[src/rtl/iq_power_detector.sv]
// iq_power_detector: multi-channel I/Q average-power detector.
// Two-stage pipeline: stage 1 registers p = I*I + Q*Q; stage 2 holds the
// per-channel accumulators/counters and emits one window average per channel
// along with hysteretic over-threshold flags.
// Optional feature macro: IQ_POWER_PEAK_HOLD_EN adds a per-window peak output.
//
// Output handshake: avg_valid is a one-cycle strobe with no back-pressure;
// avg_ch/avg_power (and peak_power) are valid in that cycle and hold after it.
module iq_power_detector #(
   parameter int DATA_WIDTH   = 16,
   parameter int NUM_CH       = 4,
   parameter int CH_W         = 4,
   parameter int MAX_WIN_BITS = 12,
   localparam int PWR_W       = 2 * DATA_WIDTH
) (
   input  logic                  clk,
   input  logic                  rst_n,
   input  logic                  enable,
   input  logic [3:0]            win_bits,
   input  logic [PWR_W-1:0]      thresh_hi,
   input  logic [PWR_W-1:0]      thresh_lo,
   input  logic                  s_valid,
   input  logic [CH_W-1:0]       s_ch,
   input  logic [DATA_WIDTH-1:0] s_i,
   input  logic [DATA_WIDTH-1:0] s_q,
   output logic                  avg_valid,
   output logic [CH_W-1:0]       avg_ch,
   output logic [PWR_W-1:0]      avg_power,
   output logic [NUM_CH-1:0]     over_flags,
`ifdef IQ_POWER_PEAK_HOLD_EN
   output logic [PWR_W-1:0]      peak_power,
`endif
   output logic                  ch_err
);

   localparam int              AW       = PWR_W + MAX_WIN_BITS;
   localparam logic [3:0]      MAX_W4   = 4'(MAX_WIN_BITS);
   localparam logic [CH_W:0]   NUM_CH_X = (CH_W + 1)'(NUM_CH);

   // Stage 1 registers
   logic                   v1_q, v1_d;
   logic [CH_W-1:0]        ch1_q, ch1_d;
   logic [PWR_W-1:0]       p1_q, p1_d;
   logic                   ch_err_q, ch_err_d;

   // Stage 2 state
   logic [3:0]             w_q, w_d;
   logic [AW-1:0]          acc_q [NUM_CH];
   logic [AW-1:0]          acc_d [NUM_CH];
   logic [MAX_WIN_BITS-1:0] cnt_q [NUM_CH];
   logic [MAX_WIN_BITS-1:0] cnt_d [NUM_CH];
   logic                   avg_valid_q, avg_valid_d;
   logic [CH_W-1:0]        avg_ch_q, avg_ch_d;
   logic [PWR_W-1:0]       avg_power_q, avg_power_d;
   logic [NUM_CH-1:0]      flags_q, flags_d;
`ifdef IQ_POWER_PEAK_HOLD_EN
   logic [PWR_W-1:0]       peak_q [NUM_CH];
   logic [PWR_W-1:0]       peak_d [NUM_CH];
   logic [PWR_W-1:0]       peak_power_q, peak_power_d;
   logic [PWR_W-1:0]       pk_c;
`endif

   // Combinational helpers
   logic signed [PWR_W-1:0] i_ext, q_ext, sq_i, sq_q;
   logic                    ch_ok;
   logic [3:0]              w_eff;
   logic                    w_change;
   logic [MAX_WIN_BITS-1:0] last_cnt;
   logic [AW-1:0]           sum_c;
   logic [AW-1:0]           avg_full;

   // Stage 1: square-and-sum, channel range check, sticky channel error
   always_comb begin
      i_ext    = {{DATA_WIDTH{s_i[DATA_WIDTH-1]}}, s_i};
      q_ext    = {{DATA_WIDTH{s_q[DATA_WIDTH-1]}}, s_q};
      sq_i     = i_ext * i_ext;
      sq_q     = q_ext * q_ext;
      // Each square is at most 2^(PWR_W-2), so the unsigned sum cannot wrap.
      p1_d     = $unsigned(sq_i) + $unsigned(sq_q);
      ch_ok    = ({1'b0, s_ch} < NUM_CH_X);
      v1_d     = enable & s_valid & ch_ok;
      ch1_d    = s_ch;
      ch_err_d = ch_err_q | (enable & s_valid & ~ch_ok);
   end

   // Stage 2: per-channel read-modify-write, window end, hysteresis flags
   always_comb begin
      w_eff       = (win_bits > MAX_W4) ? MAX_W4 : win_bits;
      w_change    = (w_eff != w_q);
      w_d         = w_eff;
      // Count value of the final sample in a 2^W window (all-ones in W bits).
      last_cnt    = ~({MAX_WIN_BITS{1'b1}} << w_q);
      sum_c       = '0;
      avg_full    = '0;
      avg_valid_d = 1'b0;
      avg_ch_d    = avg_ch_q;
      avg_power_d = avg_power_q;
      flags_d     = flags_q;
      acc_d       = acc_q;
      cnt_d       = cnt_q;
`ifdef IQ_POWER_PEAK_HOLD_EN
      peak_d       = peak_q;
      peak_power_d = peak_power_q;
      pk_c         = '0;
`endif
      if (!enable || w_change) begin
         // Window clear: drop all partial sums and any sample in this stage.
         for (int c = 0; c < NUM_CH; c++) begin
            acc_d[c] = '0;
            cnt_d[c] = '0;
`ifdef IQ_POWER_PEAK_HOLD_EN
            peak_d[c] = '0;
`endif
         end
      end else if (v1_q) begin
         for (int c = 0; c < NUM_CH; c++) begin
            if (ch1_q == CH_W'(c)) begin
               sum_c = acc_q[c] + {{MAX_WIN_BITS{1'b0}}, p1_q};
`ifdef IQ_POWER_PEAK_HOLD_EN
               pk_c = (p1_q > peak_q[c]) ? p1_q : peak_q[c];
`endif
               if (cnt_q[c] == last_cnt) begin
                  avg_full    = sum_c >> w_q;
                  avg_power_d = avg_full[PWR_W-1:0];
                  avg_ch_d    = ch1_q;
                  avg_valid_d = 1'b1;
                  acc_d[c]    = '0;
                  cnt_d[c]    = '0;
`ifdef IQ_POWER_PEAK_HOLD_EN
                  peak_power_d = pk_c;
                  peak_d[c]    = '0;
`endif
               end else begin
                  acc_d[c] = sum_c;
                  cnt_d[c] = cnt_q[c] + 1'b1;
`ifdef IQ_POWER_PEAK_HOLD_EN
                  peak_d[c] = pk_c;
`endif
               end
            end
         end
      end
      // Flags move together with the strobe; the set test has priority.
      if (avg_valid_d) begin
         for (int c = 0; c < NUM_CH; c++) begin
            if (avg_ch_d == CH_W'(c)) begin
               if (avg_power_d >= thresh_hi) begin
                  flags_d[c] = 1'b1;
               end else if (avg_power_d < thresh_lo) begin
                  flags_d[c] = 1'b0;
               end
            end
         end
      end
   end

   // State registers, all cleared by the asynchronous reset
   always_ff @(posedge clk or negedge rst_n) begin
      if (!rst_n) begin
         v1_q        <= 1'b0;
         ch1_q       <= '0;
         p1_q        <= '0;
         ch_err_q    <= 1'b0;
         w_q         <= '0;
         avg_valid_q <= 1'b0;
         avg_ch_q    <= '0;
         avg_power_q <= '0;
         flags_q     <= '0;
         for (int c = 0; c < NUM_CH; c++) begin
            acc_q[c] <= '0;
            cnt_q[c] <= '0;
`ifdef IQ_POWER_PEAK_HOLD_EN
            peak_q[c] <= '0;
`endif
         end
`ifdef IQ_POWER_PEAK_HOLD_EN
         peak_power_q <= '0;
`endif
      end else begin
         v1_q        <= v1_d;
         ch1_q       <= ch1_d;
         p1_q        <= p1_d;
         ch_err_q    <= ch_err_d;
         w_q         <= w_d;
         avg_valid_q <= avg_valid_d;
         avg_ch_q    <= avg_ch_d;
         avg_power_q <= avg_power_d;
         flags_q     <= flags_d;
         for (int c = 0; c < NUM_CH; c++) begin
            acc_q[c] <= acc_d[c];
            cnt_q[c] <= cnt_d[c];
`ifdef IQ_POWER_PEAK_HOLD_EN
            peak_q[c] <= peak_d[c];
`endif
         end
`ifdef IQ_POWER_PEAK_HOLD_EN
         peak_power_q <= peak_power_d;
`endif
      end
   end

   assign avg_valid  = avg_valid_q;
   assign avg_ch     = avg_ch_q;
   assign avg_power  = avg_power_q;
   assign over_flags = flags_q;
   assign ch_err     = ch_err_q;
`ifdef IQ_POWER_PEAK_HOLD_EN
   assign peak_power = peak_power_q;
`endif

endmodule

[config.mk]
export PLATFORM = sky130hd
export DESIGN_NAME = iq_power_detector
export DESIGN_NICKNAME = d
export VERILOG_FILES = /design/src/rtl/iq_power_detector.sv
export SDC_FILE = /design/constraint.sdc
export NUM_CORES = 2
export LEC_CHECK = 0
export CAP_MARGIN = 20
export CORE_ASPECT_RATIO = 1.5
export CORE_MARGIN = 2
export CORE_UTILIZATION = 40
export CTS_CLUSTER_DIAMETER = 100
export CTS_CLUSTER_SIZE = 10
export DETAILED_ROUTE_END_ITERATION = 10
export GPL_ROUTABILITY_DRIVEN = 0
export SETUP_SLACK_MARGIN = 0.05
export SKIP_LAST_GASP = 1
export SYNTH_ARGS = -nofsm -noshare
export SYNTH_HDL_FRONTEND = slang
export SYNTH_SLANG_ARGS = --single-unit
[constraint.sdc]
create_clock -name clk -period 6.9 [get_ports clk]
set_clock_uncertainty 0.15 [all_clocks]
set_input_delay 0.69 -clock clk [delete_from_list [all_inputs] [get_ports clk]]
set_output_delay 0.69 -clock clk [all_outputs]
set_load 0.005 [all_outputs]
==> reports/summary.txt <==
Vias in the first global route: 50,500
Setup crit end: p1_q[30]
Syn Nets: 6,869
DRC viols: 0
Critical Path Fanout Max: 6
Area growth syn-to-layout: 25.5%
Fin crit period: 7.43 ns
Synthesized area: 50,300 um2
Max clock buf depth: 3
Initial core utilization: 40.2%
Clock sinks: 307
Worst setup path start: s_i[4]
All-Layer GR Usage: 30.6%
DRT Wirelength: 199,000 um
TritonCTS buffer count: 36
Setup TNS: -2.55 ns
Slack of the worst reg-to-reg path: 0.16 ns
Crit path launch type: primary input
Least-Margin Pin Slew: 1.13 ns
Register area share after synthesis: 15.3%
Type of the worst setup path: in2reg
Final hold vios: 0
Outcome: complete, but fails checks
RR Startpoint: p1_q[0]
DPL Wire Length: 157,000 um
Drt via density: 5.94
Achievable frequency: 0.135 GHz
Fin. max-slew vios: 0
Global-route wire length before repair: 301,000 um
Cells after synthesis: 5,896
Num rows: 159
Chip Width: 294 um
Mean Syn Cell Area: 8.54 um2
CTS tree: done
PortBufs: 149
Crit. path cell count: 27
Placement Cell Area: 59,500 um2
Dpl ws: -1.76 ns
Yosys warns: 0
Critical path buffer and inverter count: 5
Worst R2R Path Depth: 34
Routed via count: 49,400
Pin count of the biggest net entering global routing: 124
Total grt overflow: 0
Share of cells above drive strength 1: 22.9%
Die area: 129,000 um2
Number of synthesized flops with an enable pin: 0
Reg clk slew, reported paths: 0.05 ns
Yosys cell types: 122
Max Used Layer: met5
Post-route cell area: 63,200 um2
# nets final: 7,682
Max cap viols: 0
Crit share post-route: 108%
CP max stage delay: 0.56 ns
Most used cell, CP: fa_1
Clock Latency Late Sink: 0.63 ns
Yosys reg bits: 307
Die Height: 439 um
DRT Pass-1 Iters: 8
Wire length on met3: 14,100 um
Delay-heaviest family, CP: adder cells
Unrepaired setup endpoints after global routing: yes
Drt wl/cell: 23.9 um
RR Endpoint: over_flags[3]
First-iteration detailed-routing DRC count: 4,365
Routed Antenna Nets: 0
Setup ws final: -0.534 ns
Ports: 150
CP arrival: 7.74 ns
DR WL met2: 93,600 um
Initial antenna violation count: 7
Ys flop type: dfrtp_1
Failing checks: setup timing
Worst slew margin: 24.6%
Final setup viols: 9
CTS H-tree lvls: 2
Fraction of registers with async set/reset: 100%
Clk root buf: clkbuf_16
Worst Hold Depth: 1
Worst min-delay path class: reg2reg
Crit path max-delay cell type: fa_1
Core Box Area: 125,000 um2
Setup crit end kind: flip-flop
Met1 WL: 69,800 um
Critical Path RT: 7.20 ns
-- repair_timing --
item | CTS | global route
endpoints found under the setup margin | 19 | 17
resized for setup | 294 | 269
hold buffers | 1 | 0
gates cloned | 1 | 0
setup buffers | 38 | 38
pin swaps | 113 | 117
hold endpoints to repair | 60 | 0
-- cell type report --
type                       instances  area, um2
antenna                            6       15.0
clock buffer                      37        905
clock inverter                     3       30.0
fill                           11800      62000
inverter                         737       2780
multi-input combinational       4529      40500
sequential                       307       7710
tap                             1610       2010
timing repair buffer            1098       9200
-- Yosys cell counts, types with 91 or more instances --
cell type / instances / area, um2
o21ai_0: 288 / 1440
nor2_1: 410 / 1540
nand2_1: 535 / 2010
inv_1: 733 / 2750
nand3_1: 111 / 556
dfrtp_1: 307 / 7680
clkbuf_1: 221 / 830
a21o_1: 113 / 848
a22o_1: 91 / 797
and2_1: 145 / 907
xnor2_1: 158 / 1380
fa_1: 527 / 10600
ha_1: 338 / 4230
mux2i_1: 149 / 1490
nor3_1: 92 / 460
a21oi_1: 314 / 1570
a211oi_1: 98 / 736
-- through the flow --
| step | hold WS [ns] | instances | utilization (%) |
|---|---|---|---|
| 2_1_floorplan | 0.244 | 5896 | - |
| 3_3_place_gp | 0.315 | 8206 | 47.6 |
| 3_5_place_dp | 0.311 | 8206 | 47.6 |
| 4_1_cts | 0.327 | 8286 | 49.3 |
| 5_1_grt | 0.345 | 8323 | 50.5 |
| 6_report | 0.321 | 8327 | 50.5 |
-- flip-flops by register name, summed over array words and instances, names as in the netlist --
| register | cells |
|---|---|
| avg_ch | 4 |
| v1_q | 1 |
| acc_q | 176 |
| ch1_q | 4 |
| cnt_q | 48 |
| w_q | 4 |
| p1_q | 32 |
| over_flags | 4 |
| avg_power | 32 |
| avg_valid | 1 |
| ch_err | 1 |
-- logic make-up after synthesis --
group	count (synthesis)	synth area share, %
adders and majority gates	866	29.4
xor gates and xnor gates	240	4.18
DFF	307	15.3
muxes	253	6.37
and+or+nand+nor	1675	16.0
AOI/OAI and AO/OA	1495	20.7
buffers and inverters	1060	8.11
-- metal layers --
layer / track usage, % / vias to the layer above
met5: 0.188 / -
met4: 25.3 / 2
met3: 6.22 / 906
met2: 51.5 / 2280
met1: 33.0 / 24100
li1: - / 22100
-- how the worst min path moves through the flow --
stage	startpoint	to	slack (ns)
5_1_grt	ch_err	ch_err	0.34
6_report	ch_err	ch_err	0.32
3_3_place_gp	ch_err	ch_err	0.32
2_1_floorplan	rst_n	acc_q[0]	0.24
3_5_place_dp	ch_err	ch_err	0.31
4_1_cts	ch_err	ch_err	0.33
-- layout by cell type (no fill, tap or decap), types with 47 or more instances in the layout --
cell / Yosys / layout
buf_4: 4 / 862
inv_1: 733 / 716
nand2_1: 535 / 516
fa_1: 527 / 511
nor2_1: 410 / 393
ha_1: 338 / 298
dfrtp_1: 307 / 289
a21oi_1: 314 / 274
o21ai_0: 288 / 263
xnor2_1: 158 / 151
mux2i_1: 149 / 138
and2_1: 145 / 127
clkdlybuf4s50_1: 0 / 117
a21o_1: 113 / 112
nand3_1: 111 / 109
a22o_1: 91 / 91
a211oi_1: 98 / 80
nor3_1: 92 / 79
xor2_1: 82 / 79
o211ai_1: 65 / 65
nand2b_1: 65 / 63
and3_1: 57 / 55
nand4_1: 54 / 54
mux2_2: 55 / 51
buf_6: 3 / 49
mux4_2: 47 / 47
Power is not shown: default switching activity piles up to over one toggle a cycle in this logic, so the estimate is an artifact.
